File: config.mk
export PLATFORM = sky130hd
export DESIGN_NAME = seg7_scan_animator
export DESIGN_NICKNAME = d
export VERILOG_FILES = /design/src/rtl/seg7_scan_animator.sv
export SDC_FILE = /design/constraint.sdc
export NUM_CORES = 1
export LEC_CHECK = 0
export ABC_CLOCK_PERIOD_IN_PS = 8210
export BUFFER_PORTS_ARGS = -buffer_cell sky130_fd_sc_hd__clkbuf_2
export CAP_MARGIN = 10
export CELL_PAD_IN_SITES_DETAIL_PLACEMENT = 1
export CELL_PAD_IN_SITES_GLOBAL_PLACEMENT = 1
export CORE_MARGIN = 2
export CORE_UTILIZATION = 40
export CTS_CLUSTER_DIAMETER = 80
export DETAILED_ROUTE_END_ITERATION = 16
export GPL_TIMING_DRIVEN = 0
export PLACE_DENSITY = 0.74
export SETUP_SLACK_MARGIN = 0.1
export SLEW_MARGIN = 5
export SYNTH_ARGS = -nofsm -noshare
export SYNTH_HDL_FRONTEND = slang
export SYNTH_SLANG_ARGS = --single-unit
File: constraint.sdc
create_clock -name clk -period 8.21 [get_ports clk]
set_clock_uncertainty 0.05 [all_clocks]
set_input_delay 0 -clock clk [delete_from_list [all_inputs] [get_ports clk]]
set_output_delay 0 -clock clk [all_outputs]
set_load 0.005 [all_outputs]
File: src/rtl/seg7_scan_animator.sv
// seg7_scan_animator: 8-digit multiplexed 7-segment driver.
// Holds a 16-entry character buffer, scans one digit per dwell period and
// steps a scroll offset on a slower animation tick.
// Optional blink animation for mode 2'b10 is built when SEG7_BLINK_EN is defined.
module seg7_scan_animator #(
    parameter int SCAN_DIV = 100000,
    parameter int STEP_DIV = 25000000
) (
    input  logic       clk,
    input  logic       rst,
    input  logic       run,
    input  logic [1:0] mode,
    input  logic       wr_en,
    input  logic [3:0] wr_addr,
    input  logic [4:0] wr_data,
    output logic [6:0] segmentos,
    output logic [7:0] anodos,
    output logic       step_pulse
);
    localparam int SCAN_W = $clog2(SCAN_DIV);
    localparam int STEP_W = $clog2(STEP_DIV);
    localparam logic [SCAN_W-1:0] SCAN_LAST = SCAN_W'(SCAN_DIV - 1);
    localparam logic [STEP_W-1:0] STEP_LAST = STEP_W'(STEP_DIV - 1);

    typedef enum logic {S_IDLE, S_RUN} state_t;

    state_t            state_q;
    logic [SCAN_W-1:0] scan_q, scan_d;
    logic [STEP_W-1:0] step_q, step_d;
    logic [2:0]        dig_q, dig_d;
    logic [3:0]        off_q, off_d;
    logic [4:0]        msg_q [16];
    logic [7:0]        an_q;
    logic [6:0]        seg_q;
    logic              pulse_q;
    logic              scan_tc, step_tc, blank_w;
    logic [3:0]        rd_idx;
`ifdef SEG7_BLINK_EN
    logic              phase_q, phase_d;
`endif

    // Active-low segment patterns, bit 6 = a .. bit 0 = g.
    function automatic logic [6:0] seg_decode(input logic [4:0] code);
        case (code)
            5'h00: seg_decode = 7'b0000001;
            5'h01: seg_decode = 7'b1001111;
            5'h02: seg_decode = 7'b0010010;
            5'h03: seg_decode = 7'b0000110;
            5'h04: seg_decode = 7'b1001100;
            5'h05: seg_decode = 7'b0100100;
            5'h06: seg_decode = 7'b0100000;
            5'h07: seg_decode = 7'b0001111;
            5'h08: seg_decode = 7'b0000000;
            5'h09: seg_decode = 7'b0000100;
            5'h0A: seg_decode = 7'b0001000;
            5'h0B: seg_decode = 7'b1100000;
            5'h0C: seg_decode = 7'b0110001;
            5'h0D: seg_decode = 7'b1000010;
            5'h0E: seg_decode = 7'b0110000;
            5'h0F: seg_decode = 7'b0111000;
            5'h11: seg_decode = 7'b1111110;
            5'h12: seg_decode = 7'b1001000;
            5'h13: seg_decode = 7'b1110001;
            5'h14: seg_decode = 7'b0011000;
            5'h15: seg_decode = 7'b1000001;
            default: seg_decode = 7'h7F;
        endcase
    endfunction

    // Next-state values for the scan/step counters, digit index and offset.
    always_comb begin
        scan_tc = (scan_q == SCAN_LAST);
        step_tc = (step_q == STEP_LAST);
        scan_d  = scan_tc ? '0 : scan_q + SCAN_W'(1);
        step_d  = step_tc ? '0 : step_q + STEP_W'(1);
        dig_d   = scan_tc ? dig_q + 3'd1 : dig_q;
        off_d   = (step_tc && mode == 2'b01) ? off_q + 4'd1 : off_q;
        rd_idx  = off_q + {1'b0, dig_q};
`ifdef SEG7_BLINK_EN
        // Leaving blink mode clears the phase at the next step tick.
        phase_d = step_tc ? ((mode == 2'b10) ? ~phase_q : 1'b0) : phase_q;
        blank_w = phase_q;
`else
        blank_w = 1'b0;
`endif
    end

    // Message buffer: writes are accepted in any state, reset fills with blanks.
    always_ff @(posedge clk) begin
        if (rst) begin
            for (int i = 0; i < 16; i++) msg_q[i] <= 5'h10;
        end else if (wr_en) begin
            msg_q[wr_addr] <= wr_data;
        end
    end

    // IDLE/RUN controller with registered display outputs.
    always_ff @(posedge clk) begin
        if (rst) begin
            state_q <= S_IDLE;
            scan_q  <= '0;
            step_q  <= '0;
            dig_q   <= '0;
            off_q   <= '0;
            an_q    <= 8'hFF;
            seg_q   <= 7'h7F;
            pulse_q <= 1'b0;
`ifdef SEG7_BLINK_EN
            phase_q <= 1'b0;
`endif
        end else if (state_q == S_IDLE || !run) begin
            // Blanked: counters parked at zero so re-entry starts on AN0; offset kept.
            state_q <= run ? S_RUN : S_IDLE;
            scan_q  <= '0;
            step_q  <= '0;
            dig_q   <= '0;
            an_q    <= 8'hFF;
            seg_q   <= 7'h7F;
            pulse_q <= 1'b0;
`ifdef SEG7_BLINK_EN
            phase_q <= 1'b0;
`endif
        end else begin
            scan_q  <= scan_d;
            step_q  <= step_d;
            dig_q   <= dig_d;
            off_q   <= off_d;
            pulse_q <= step_tc;
            an_q    <= blank_w ? 8'hFF : ~(8'd1 << dig_q);
            seg_q   <= blank_w ? 7'h7F : seg_decode(msg_q[rd_idx]);
`ifdef SEG7_BLINK_EN
            phase_q <= phase_d;
`endif
        end
    end

    assign segmentos  = seg_q;
    assign anodos     = an_q;
    assign step_pulse = pulse_q;

endmodule

==> impl_metrics.yaml <==
status:
  status: "complete, no violations"
min_path:
  min_path_cells: 3
  hold_path_class: "primary input to flip-flop"
  worstHoldStart: "wr_addr[2]"
  min_to: "msg_q[15][4]"
power:
  clkPwrFrac_pct: 47.5
  comb_power_share_pct: 4.6
  ir_drop_v: 0.000166
  p_leak_uw: 0.00288
  swShare_pct: 20.9
  p_int_uw: 1330
  p_per_area_nw_per_um2: 207
  total_power_uw: 1680
  netSwitchingPower_uw: 351
  pwr-share-seq_pct: 47.8
synthesis:
  ys.flop_type: "edfxtp_1"
  synthesis.nets: 627
  synth_fa_ha_area_share_pct: 3.89
  synth_common_cells: "edfxtp_1 (80), nor2_1 (77), dfxtp_1 (66), and2_1 (65), nand2_1 (38)"
  synth_warnings: 0
  async_flop_share_pct: 0
  synth_area_leaders: "edfxtp_1 (35%), dfxtp_1 (19%), and2_1 (5.9%)"
  synth_compound_area_share_pct: 3.30
  synth_edf_count: 80
  synthXorXnorAreaFrac_pct: 5.53
  synth_top_cell_by_area: "edfxtp_1"
  synth_cells: 591
  ys_types: 59
  synth_area_um2: 6950
  synth.mux.area_fraction_pct: 8.88
  seq_area_frac_synth_pct: 53.6
  yosysMostFrequentCell: "edfxtp_1"
  synth_top_family_by_area: "simple AND/OR/NAND/NOR gates"
  synth_top_area_share_pct: 34.6
  syn_area_per_cell_um2: 11.8
  synth-simple-area-share_pct: 22.0
  ys_seq_elements: 146
cts:
  cts_buffers: 17
  clock_latency_ns: 0.43
  cts_root_buf: "clkbuf_16"
  cts_sinks: 146
  cts_setup_buffers: 0
  clockBufferDepth: 2
  clk_pin_slew_ns: 0.06
  cts-resized-gates: 0
  cts_tree: "done"
  htree_levels: 4
placement:
  port-buffer-count: 30
  place_area_um2: 7380
  hpwl_mm: 11.6
  place_congestion: 0.802
global_route:
  grt.total_usage_pct: 19.0
  grt_pass1_vias: 4955
  grt_pass1_wl_mm: 26.3
  grt-ovfl-total: 0
  antenna_found_initial: 0
  grt_max_degree: 17
finish:
  antenna_cells: 0
  final_cell_area_um2: 8100
  ff_latch_area_um2: 3720
  fillers: 1820
  multi_input_area_um2: 3030
  drive_gt1_share_pct: 16.6
  syn2layout_area_growth_pct: 16.5
  nNetsFinal: 688
sta:
  setup_violations: 0
  fmax_mhz: 292
  fin_crit_ns: 3.42
  drv_slew: 0
  fin_crit_sh_pct: 41.7
  tightest_slew_ns: 0.621
  final-hold-violation-count: 0
  fin_hold_ws_ns: 0.0669
  rsz0062_at_grt: "no"
  relSlewSlack_pct: 58.3
  setup-tns-final_ns: 0
detailed_routing:
  drtPass1Iterations: 4
  postRouteAntennaNets: 0
  avgViaCountPerCell: 5.15
  remaining_drc_errors: 0
  detail_route.wl_per_cell_um: 18.3
  wl_mm: 16.3
  vias: 4582
  drt_iter0_markers: 173
die:
  pin_count: 31
  dieArea_um2: 18400
  die_height_um: 136
  die_w_um: 136
  core_area_um2: 17100
  rows: 48
  start_util_pct: 40.6
critical_path:
  critPathLaunchType: "flip-flop"
  required_ns: 8.46
  r2r-start: "dig_q[0]"
  slowest_stage: "mux4_2"
  critPathKind: "flip-flop to flip-flop"
  cp_data_arrival_time_ns: 3.67
  r2r_slack_ns: 4.79
  worstReg2RegEnd: "segmentos[5]"
  max_stage_delay_ns: 0.62
  cp-end-kind: "flip-flop"
  path_cells: "ha_1, buf_6, buf_12, mux4_2, mux4_2, clkinv_1, ha_1, nand3_1, o21ai_1, o32a_1"
  rr_worst_depth: 10
  cp_max_fo: 10
flow_run:
  maxCapViolations: 0
## power groups by stage
stage | Combinational (µW) | Sequential, µW | Clock [µW]
floorplan | 47.0 | 813 | 0
global placement | 70.4 | 816 | 0
detailed placement | 73.4 | 818 | 0
CTS | 78.2 | 802 | 813
global route | 84.7 | 804 | 843
finish | 77.9 | 802 | 798
## per-layer routing
layer / up-vias / global-route usage, % / part of all wire (%)
li1: 2215 / - / -
met1: 2273 / 22.2 / 43
met2: 79 / 34.6 / 52
met3: 15 / 4.68 / 3.8
met4: 0 / 5.27 / 1.2
met5: - / 0 / 0
## logic make-up (layout without fill, tap and decap cells)
| group | Yosys count | count (layout) |
|---|---|---|
| AO/OA/AOI/OAI | 31 | 31 |
| XOR/XNOR | 43 | 43 |
| adder cells (fa/ha/maj) | 21 | 21 |
| buffers and inverters | 33 | 106 |
| flip-flops | 146 | 146 |
| multiplexers | 30 | 30 |
| AND/OR/NAND/NOR | 287 | 287 |
## sequential cells by signal, indices dropped and copies added, names as in the netlist
register and flops:
anodos 8, step_pulse 1, off_q 4, state_q 1, scan_q 17, segmentos 7, dig_q 3, msg_q 80
step_q 25
## critical path: cells and delay by family (launching register included)
family | cells | cell delay (ns)
AOI/OAI and AO/OA | 2 | 0.37
adders and majority gates | 2 | 0.67
buffers and inverters | 3 | 0.56
DFF | 1 | 0.36
muxes | 2 | 1.20
and+or+nand+nor | 1 | 0.08
## timing repair
item,in CTS,in global routing
endpoints found under the setup margin,0,0
hold endpoints to repair,36,0
hold buffers,12,0
## layout by cell type (no fill, tap or decap), drive strengths merged, types with 3 or more instances in the layout
cell / synthesis / final
clkinv: 1 / 9
or3: 15 / 15
or2: 18 / 18
and3b: 4 / 4
edfxtp: 80 / 80
buf: 9 / 9
and4: 3 / 3
clkbuf: 13 / 61
mux2i: 5 / 5
ha: 20 / 20
bufinv: 0 / 4
inv: 10 / 10
o211ai: 5 / 5
nor3: 6 / 6
mux4: 23 / 23
xnor2: 16 / 16
and2: 65 / 65
o21ai: 4 / 4
dlygate4sd3: 0 / 12
and3: 7 / 7
nand2: 38 / 38
nand2b: 8 / 8
a211oi: 4 / 4
nand3: 21 / 21
dfxtp: 66 / 66
nor2: 78 / 78
a21oi: 6 / 6
xor2: 27 / 27
nand4: 9 / 9
nor2b: 5 / 5
nor4: 3 / 3
## worst max path at each step
stage	start	end	slack, ns	depth (start not counted)
after floorplan	dig_q[0]	segmentos[5]	5.23	10
after global routing	dig_q[0]	segmentos[5]	4.66	10
final	dig_q[0]	segmentos[5]	4.79	10
after global placement	dig_q[0]	segmentos[5]	4.82	10
after detailed placement	dig_q[0]	segmentos[5]	4.77	10
after CTS	dig_q[0]	segmentos[5]	4.75	10
## per-stage QoR
step | worst slack [ns] | utilization, % | std cells
floorplan | 5.23 | - | 591
global placement | 4.82 | 43.1 | 846
detailed placement | 4.77 | 43.1 | 846
CTS | 4.75 | 47.3 | 889
global route | 4.66 | 47.3 | 889
finish | 4.79 | 47.3 | 889
## area by class of cell
cell class                      count  area share (%)
Timing Repair Buffer               42            3.34
Inverter                           11           0.510
Buffer                             22            1.93
Tap cell                          225            3.48
Multi-Input combinational cell    412            37.4
Clock buffer                       18            5.30
Sequential cell                   146            46.0
Clock inverter                     13            2.07
(Power assumes the default switching activity.)
